===== config.mk =====
export PLATFORM = sky130hd
export DESIGN_NAME = rr_mux_arbiter_flat
export DESIGN_NICKNAME = d
export VERILOG_FILES = /design/src/rtl/rr_mux_arbiter_if.sv /design/src/rtl/rr_mux_arbiter.sv /design/src/flat_wrapper.sv
export SDC_FILE = /design/constraint.sdc
export NUM_CORES = 1
export LEC_CHECK = 0
export ABC_CLOCK_PERIOD_IN_PS = 6000
export CAP_MARGIN = 20
export CORE_AREA = 2 2 89 91
export CTS_BUF_LIST = sky130_fd_sc_hd__clkbuf_8
export CTS_CLUSTER_SIZE = 14
export DETAILED_ROUTE_END_ITERATION = 10
export DIE_AREA = 0 0 91 93
export PLACE_DENSITY = 0.87
export SKIP_LAST_GASP = 1
export SLEW_MARGIN = 20
export SYNTH_ARGS = -nofsm -noshare
export SYNTH_HDL_FRONTEND = slang
export SYNTH_SLANG_ARGS = --single-unit
export TNS_END_PERCENT = 100

===== constraint.sdc =====
create_clock -name clk -period 6 [get_ports clk]
set_input_delay 0.9 -clock clk [delete_from_list [all_inputs] [get_ports clk]]
set_output_delay 0.9 -clock clk [all_outputs]
set_load 0.01 [all_outputs]

===== src/rtl/rr_mux_arbiter_if.sv =====
// Stream bundle for rr_mux_arbiter: N request inputs muxed onto one registered output.
interface rr_mux_arbiter_if #(
  parameter int unsigned N = 4,
  parameter int unsigned W = 32
);
  localparam int unsigned L = $clog2(N);

  logic [N-1:0]         i_valid;
  logic [N-1:0][W-1:0]  i_data;
  logic [N-1:0]         i_last;
  logic [N-1:0]         i_ready;
  logic                 o_valid;
  logic [W-1:0]         o_data;
  logic                 o_last;
  logic [L-1:0]         o_src;
  logic                 o_ready;

  // Arbiter side.
  modport slave (
    input  i_valid, i_data, i_last, o_ready,
    output i_ready, o_valid, o_data, o_last, o_src
  );

  // Environment side: drives requests and downstream ready.
  modport master (
    output i_valid, i_data, i_last, o_ready,
    input  i_ready, o_valid, o_data, o_last, o_src
  );
endinterface


===== src/rtl/rr_mux_arbiter.sv =====
// Packet-aware round-robin N:1 stream mux. A grant locks onto one input until its
// last flit is accepted; output stage is a single register slice.
module rr_mux_arbiter #(
  parameter int unsigned N = 4,
  parameter int unsigned W = 32
) (
  input logic             clk,
  input logic             rst,
  rr_mux_arbiter_if.slave bus
);
  localparam int unsigned L = $clog2(N);

  typedef enum logic {StIdle, StLocked} state_e;

  state_e         state_q;
  logic [L-1:0]   ptr_q;
  logic [L-1:0]   lock_q;
  logic           o_valid_q;
  logic [W-1:0]   o_data_q;
  logic           o_last_q;
  logic [L-1:0]   o_src_q;

  logic           load;
  logic           grant_vld;
  logic [L-1:0]   grant_idx;
  logic [L-1:0]   ptr_next;
  logic           xfer;
  logic [N-1:0]   ready;
  int unsigned    idx;

  assign load = !o_valid_q || bus.o_ready;

  // Locked state grants the owner even while it is idle, so no other input sneaks in.
  always_comb begin
    grant_vld = 1'b0;
    grant_idx = '0;
    idx       = 0;
    if (state_q == StLocked) begin
      grant_vld = 1'b1;
      grant_idx = lock_q;
    end else begin
      for (int unsigned off = 0; off < N; off++) begin
        idx = 32'(ptr_q) + off;
        if (idx >= N) idx = idx - N;
        if (!grant_vld && bus.i_valid[L'(idx)]) begin
          grant_vld = 1'b1;
          grant_idx = L'(idx);
        end
      end
    end
  end

  always_comb begin
    ready = '0;
    if (!rst && load && grant_vld) ready[grant_idx] = 1'b1;
  end

  assign xfer     = |(ready & bus.i_valid);
  assign ptr_next = (grant_idx == L'(N - 1)) ? '0 : grant_idx + 1'b1;

  always_ff @(posedge clk) begin
    if (rst) begin
      state_q   <= StIdle;
      ptr_q     <= '0;
      lock_q    <= '0;
      o_valid_q <= 1'b0;
      o_data_q  <= '0;
      o_last_q  <= 1'b0;
      o_src_q   <= '0;
    end else if (xfer) begin
      o_valid_q <= 1'b1;
      o_data_q  <= bus.i_data[grant_idx];
      o_last_q  <= bus.i_last[grant_idx];
      o_src_q   <= grant_idx;
      if (bus.i_last[grant_idx]) begin
        state_q <= StIdle;
        ptr_q   <= ptr_next;
      end else begin
        state_q <= StLocked;
        lock_q  <= grant_idx;
      end
    end else if (bus.o_ready) begin
      o_valid_q <= 1'b0;
    end
  end

  assign bus.i_ready = ready;
  assign bus.o_valid = o_valid_q;
  assign bus.o_data  = o_data_q;
  assign bus.o_last  = o_last_q;
  assign bus.o_src   = o_src_q;
endmodule


===== src/flat_wrapper.sv =====
// flat-port wrapper written by rule: the top's interface ports become plain ports
module rr_mux_arbiter_flat 
#(
  parameter int unsigned N = 4,
  parameter int unsigned W = 32
)
  (clk, rst, bus_i_valid, bus_i_data, bus_i_last, bus_o_ready, bus_i_ready, bus_o_valid, bus_o_data, bus_o_last, bus_o_src);
  rr_mux_arbiter_if #(.N(N), .W(W)) bus_i ();
  input logic clk;
  input logic rst;
  input wire logic [$bits(bus_i.i_valid)-1:0] bus_i_valid;
  input wire logic [$bits(bus_i.i_data)-1:0] bus_i_data;
  input wire logic [$bits(bus_i.i_last)-1:0] bus_i_last;
  input wire logic [$bits(bus_i.o_ready)-1:0] bus_o_ready;
  output wire logic [$bits(bus_i.i_ready)-1:0] bus_i_ready;
  output wire logic [$bits(bus_i.o_valid)-1:0] bus_o_valid;
  output wire logic [$bits(bus_i.o_data)-1:0] bus_o_data;
  output wire logic [$bits(bus_i.o_last)-1:0] bus_o_last;
  output wire logic [$bits(bus_i.o_src)-1:0] bus_o_src;
  assign bus_i.i_valid = bus_i_valid;
  assign bus_i.i_data = bus_i_data;
  assign bus_i.i_last = bus_i_last;
  assign bus_i.o_ready = bus_o_ready;
  assign bus_i_ready = bus_i.i_ready;
  assign bus_o_valid = bus_i.o_valid;
  assign bus_o_data = bus_i.o_data;
  assign bus_o_last = bus_i.o_last;
  assign bus_o_src = bus_i.o_src;
  rr_mux_arbiter #(.N(N), .W(W)) u_core (.clk(clk), .rst(rst), .bus(bus_i));
endmodule

==> run summary, run 1 <==
hold crit path type - flop to flop
Slew Viols, Final - 0
crit end category - output port
VDD IR max - 0.000215 V
drt first-iter violations - 138
Worst R2R End - u_core.ptr_q[1]
Max clock buf depth - 2
Synth Area in Compound Gates - 37.7%
kind of critical path - input port to output port
fin util - 67.0%
CTS Buf Count - 5
H-Tree Level Count - 2
MaxCap Viol Count - 0
# hold bufs at CTS - 0
Warnings, synthesis - 0
Final Cell Area - 0.00505 sq mm
Mapped Cells - 387
TritonCTS clock tree - built
Vias - 3747
RR Startpoint - u_core.ptr_q[1]
Crit path max-delay family - buffers and inverters
Async SR Flop Fraction - 0%
largest net degree at the start of global routing - 68
DP HPWL - 7940 um
IO Pins - 179
synth cell count leaders - 65 x o211ai_1, 41 x dfxtp_1, 37 x inv_1
Final Setup Violations - 0
clk slew on worst S/H paths - 0.08 ns
Synth Area in Simple Gates - 11.3%
Seq/Total Area, Yosys - 26.1%
DR pass1 iterations - 5
row count - 32
Final TNS setup - 0 ns
DIE AREA - 0.00846 sq mm
DRC violations left - 0
Worst Setup Slack, final - 1.36 ns
Avg WL per Cell - 17.4 um
routed wire length - 11100 um
layout cells sized above 1 - 11.8%
FF+latch count, synth - 41
vias in the first global route - 3774
unrepaired setup endpoints after global routing - no
CP max stage delay - 0.60 ns
Slew HR - 35.7%
most frequent cell after synthesis - o211ai_1
Mapped Avg Cell Area - 8.13 sq um
global-route wire length before repair - 17600 um
area grow syn2layout - 60.4%
final antenna-violating net count - 0
mux contribution to synthesized area - 13.7%
total chip power - 1.85 mW
WHS Endpoint - u_core.bus.o_data[0]
Static Leak - 1.80 nW
ant diodes - 0
Final Hold Fails - 0
starting density of the core - 41.8%
power per cell area - 367 mW/mm^2
main flop type after synthesis - dfxtp_1
Layout Nets - 675
CP max stage cell - clkdlybuf4s50_1
# clock sinks - 41
R2R Setup Slk - 2.20 ns
worst reg2reg path depth - 12
clk_skew - 0.00941 ns
CTS root buffer - clkbuf_8
port buffer count - 178
main combinational cell family by area after synthesis - compound AO/OA/AOI/OAI gates
CORE AREA - 0.00753 sq mm
crit path buf inv count - 4
highest clock rate - 215 MHz
Worst Tran Pin Value - 0.964 ns
minimum clock period - 4.64 ns
fraction of the mapped netlist area in adder cells - 0.398%
initial antenna violation count - 0
remaining global-route overflow - 0
pre-CTS setup slack - 1.18 ns
post-CTS setup buffer count - 0
Critical Path, Cell by Cell - clkdlybuf4s50_1 -> nand2b_4 -> o221ai_4 -> buf_4 -> o21a_2 -> buf_4 -> nor2_1 -> clkdlybuf4s50_1
status - complete, no violations
GR Util All Layers - 25.2%
Placed Area - 0.00493 sq mm
Post-Synthesis Cell Area - 0.00315 sq mm
Critical Path Start Type - input port
WHS Path Cells - 2
Synth cell types - 45
RePlAce Congestion - 0.882
Synth Net Count - 527
Yosys top cell by area - dfxtp_1
min-delay src - u_core.bus.o_data[0]
Vias/cell - 5.87
clock latency on the worst-skew pair - 0.29 ns
Final Cycle Share - 77.4%
Max FO, Critical Path - 67
Synth Area in XOR/XNOR - 0%
post-synth top area share - 26.1%
Crit path arrival time - 3.74 ns
EDFF count, synth - 0
synth top area cells - dfxtp_1 26%, o211ai_1 16%, mux2_2 11%
Die Wd - 91 um
chip height - 93 um
CTS resizes - 0
CP Depth - 8
CP required - 5.10 ns
layout by cell type, fill, tap and decap left out, types with 2 or more instances in the layout:
cell type	count
clkdlybuf4s50_1	178
o211ai_1	65
dfxtp_1	41
inv_1	36
a21oi_1	34
o221ai_1	33
nand3_1	33
mux2_2	32
buf_4	9
nand2_1	8
nor2_1	6
clkbuf_8	5
and2_1	4
mux2i_1	4
nor3_1	4
nor2b_1	3
o21ai_0	3
nand2b_1	3
inv_2	2
a31oi_1	2
nor3b_1	2
a211o_1	2
a221oi_1	2
mux2_4	2
kinds of logic (layout without fill, tap and decap cells):
group	after synthesis	in the layout
compound gates	155	155
flops	41	41
buf+inv	84	233
mux	38	38
fa+ha+maj	1	1
simple gates	68	68
area by class of cell:
class,instances,area (sq um)
Fill cell,642,2480
Multi-Input combinational cell,262,1990
Timing Repair Buffer,187,1850
Sequential cell,41,821
Inverter,38,143
Tap cell,102,128
Clock buffer,5,68.8
Clock inverter,3,46.3
flip-flops by register name, indices dropped and copies added, names as in the netlist:
name                count
u_core.bus.o_data      32
u_core.bus.o_last       1
u_core.bus.o_src        2
u_core.bus.o_valid      1
u_core.lock_q           2
u_core.ptr_q            2
u_core.state_q          1
how the worst max path moves through the flow:
stage | slack [ns] | end | from
after global placement | 1.35 | u_core.ptr_q[1] | bus_i_valid[1]
final | 1.36 | bus_i_ready[1] | bus_i_valid[1]
after global routing | 1.19 | bus_i_ready[1] | bus_i_valid[1]
after floorplan | 2.25 | u_core.ptr_q[0] | bus_i_valid[0]
after CTS | 1.36 | bus_i_ready[1] | bus_i_valid[1]
after detailed placement | 1.18 | u_core.ptr_q[0] | bus_i_valid[1]
routing by layer:
metal	wire (um)	vias up	GRT usage, %
li1	-	1772	-
met1	4180	1779	28.0
met2	5860	179	47.0
met3	873	17	5.80
met4	202	0	8.71
met5	0	-	0
worst min-delay path: cells and delay by family (launching register included):
| family | cells | cell delay (ns) |
|---|---|---|
| AO/OA/AOI/OAI | 1 | 0.05 |
| flip-flops | 1 | 0.31 |
| AND/OR/NAND/NOR | 1 | 0.06 |
power breakdown:
group	internal, mW	leakage [nW]	switching [mW]	total (mW)
clock network	0.125	0.0543	0.0983	0.223
registers	0.365	0.336	0.0718	0.436
logic	0.566	1.41	0.625	1.19
through the flow:
stage	hold WS [ns]	instances
final	0.464	638
after global routing	0.478	638
after CTS	0.466	638
after detailed placement	0.455	630
after global placement	0.448	630
after floorplan	0.439	387
Power figures use the tool's default switching activity.
==> inputs of run 2 (changes only) <==
ABC_CLOCK_PERIOD_IN_PS = 4200   (was 6000)
CORE_AREA = 2 2 97 99   (was 2 2 89 91)
DIE_AREA = 0 0 99 101   (was 0 0 91 93)
PLACE_DENSITY = 0.78   (was 0.87)
clock period = 4.2 ns   (was 6 ns; I/O delays follow)
==> run 2 against run 1 <==
Total power rose by 46%; design area is 1.0% higher; hold slack hardly changed; clock skew shrank 0.0019 ns; critical path type is now input port to flop; routed wire length fell by 2.8%; worst setup slack lost 1.1 ns; critical endpoint is now u_core.bus.o_data[12]; die area is 18% higher; core utilization down 10 points; sequential share of layout area is 0.17 points lower; flip-flop and latch count unchanged; non-clock buffer count rose by 3.
==> run summary, run 2 (synthesized netlist as in run 1, its figures left out) <==
layout cells sized above 1 - 12.2%
chip height - 101 um
sequential share of power - 22.8%
crit end category - flop
power per cell area - 530 mW/mm^2
sequential standard cell area - 821 sq um
Critical Path Start Type - input port
row count - 35
RePlAce Congestion - 0.933
clk slew on worst S/H paths - 0.08 ns
DIE AREA - 0.0100 sq mm
clk_skew - 0.00754 ns
Worst Tran Pin Value - 0.873 ns
area of the multi-input gates - 0.00199 sq mm
status - complete, no violations
CTS resizes - 0
minimum clock period - 3.95 ns
# hold bufs at CTS - 0
post-CTS setup buffer count - 0
Gate power share - 63.6%
port buffer count - 178
H-Tree Level Count - 2
Hold Slack - 0.464 ns
unrepaired setup endpoints after global routing - no
DP HPWL - 7600 um
Crit path max-delay family - compound AO/OA/AOI/OAI gates
M3 GR Usage - 5.89%
CP max stage cell - a211oi_4
Internal - 1.57 mW
most frequent cells in the layout - 178 x clkdlybuf4s50_1, 65 x o211ai_1, 41 x dfxtp_1, 36 x inv_1, 34 x a21oi_1
Die Wd - 99 um
CTS root buffer - clkbuf_8
starting density of the core - 35.1%
Inst Count DP - 642
Vias/cell - 5.71
CORE AREA - 0.00898 sq mm
commonest non-fill, non-tap cell in the layout - clkdlybuf4s50_1
met2 Use GR - 35.6%
VDD IR max - 0.000310 V
CP required - 4.41 ns
GRT Max-Usage Layer - met2
Static Leak - 1.83 nW
Max FO, Critical Path - 20
final antenna-violating net count - 0
initial antenna violation count - 0
Avg WL per Cell - 16.6 um
Critical Path, Cell by Cell - clkdlybuf4s50_1 -> and2_1 -> o221ai_1 -> o211ai_1 -> inv_2 -> ha_1 -> nand2_1 -> nand2_1 -> a311oi_1 -> a211oi_4 -> buf_4 -> o221ai_1 -> a21oi_1
DR pass1 iterations - 4
total chip power - 2.70 mW
Crit path arrival time - 4.17 ns
FILL cells - 790
ant diodes - 0
Non-Filler Instances - 650
max reg flops - 32
Max clock buf depth - 2
vias in the first global route - 3580
global-route wire length before repair - 16900 um
remaining global-route overflow - 0
Layout Nets - 678
IO Pins - 179
area grow syn2layout - 62.0%
DRC violations left - 0
crit path buf inv count - 3
routed wire length - 10800 um
clock power share - 13.6%
# clock sinks - 41
clock latency on the worst-skew pair - 0.29 ns
kind of critical path - input port to flop
CTS Buf Count - 5
MaxCap Viol Count - 0
GR Util met1 - 24.5%
TritonCTS clock tree - built
drt first-iter violations - 127
Final Cycle Share - 94.1%
GR Util All Layers - 20.4%
Slew Viols, Final - 0
Final Setup Violations - 0
R2R Setup Slk - 0.76 ns
CP max stage delay - 0.78 ns
Vias - 3709
Psw - 1.13 mW
Sw Ratio - 41.8%
Slew HR - 41.6%
Final TNS setup - 0 ns
hold crit path type - flop to flop
Final Hold Fails - 0
largest net degree at the start of global routing - 68
highest clock rate - 253 MHz
[run 2: cell types whose count changed in the layout (fill, tap and decap cells not counted), sizes merged]
cell	delta
buf	+3
bufinv	+1
clkinvlp	-1
[run 2: final timing paths]
kind | depth (start not counted) | startpoint | endpoint
worst max-delay path | 13 | bus_i_valid[0] | u_core.bus.o_data[12]
worst min-delay path | 2 | u_core.bus.o_data[8] | u_core.bus.o_data[8]
worst max register to register | 12 | u_core.ptr_q[1] | u_core.bus.o_data[12]
worst min register to register | 2 | u_core.bus.o_data[8] | u_core.bus.o_data[8]
[run 2: metal layers]
layer / up-vias / routed length, um
met4: 0 / 180
met5: - / 0
li1: 1784 / -
met2: 193 / 5340
met3: 24 / 1030
met1: 1708 / 4250
[run 2: final cells by class]
class | instances | area share (%)
inverters | 38 | 2.80
clock buffers | 5 | 1.35
clock inverters | 3 | 1.28
well taps | 111 | 2.72
flip-flops and latches | 41 | 16.1
multi-input cells | 262 | 39.0
repair buffers | 190 | 36.7
[run 2: worst register-to-register path, stage by stage, from the launching register on]
cell	delay (ns)
dfxtp_1	0.60
and2_1	0.21
o221ai_1	0.18
o211ai_1	0.44
inv_2	0.07
ha_1	0.23
nand2_1	0.17
nand2_1	0.08
a311oi_1	0.49
a211oi_4	0.24
buf_4	0.28
o221ai_1	0.23
a21oi_1	0.10
[run 2: power groups by stage]
stage	Clock (mW)	Sequential [mW]	Combinational, mW
6_report	0.368	0.617	1.72
5_1_grt	0.393	0.633	1.87
4_1_cts	0.381	0.615	1.72
3_5_place_dp	0	0.622	1.71
3_3_place_gp	0	0.613	1.68
2_1_floorplan	0	0.643	1.08
[run 2: metrics by stage]
| step | cell area (sq um) | util [%] | setup slack, ns |
|---|---|---|---|
| final | 5100 | 56.8 | 0.248 |
| after global routing | 5100 | 56.8 | 0.0274 |
| after CTS | 5100 | 56.8 | 0.391 |
| after detailed placement | 4960 | 55.3 | 0.0883 |
| after global placement | 4960 | 55.3 | 0.341 |
| after floorplan | 3150 | - | 0.723 |
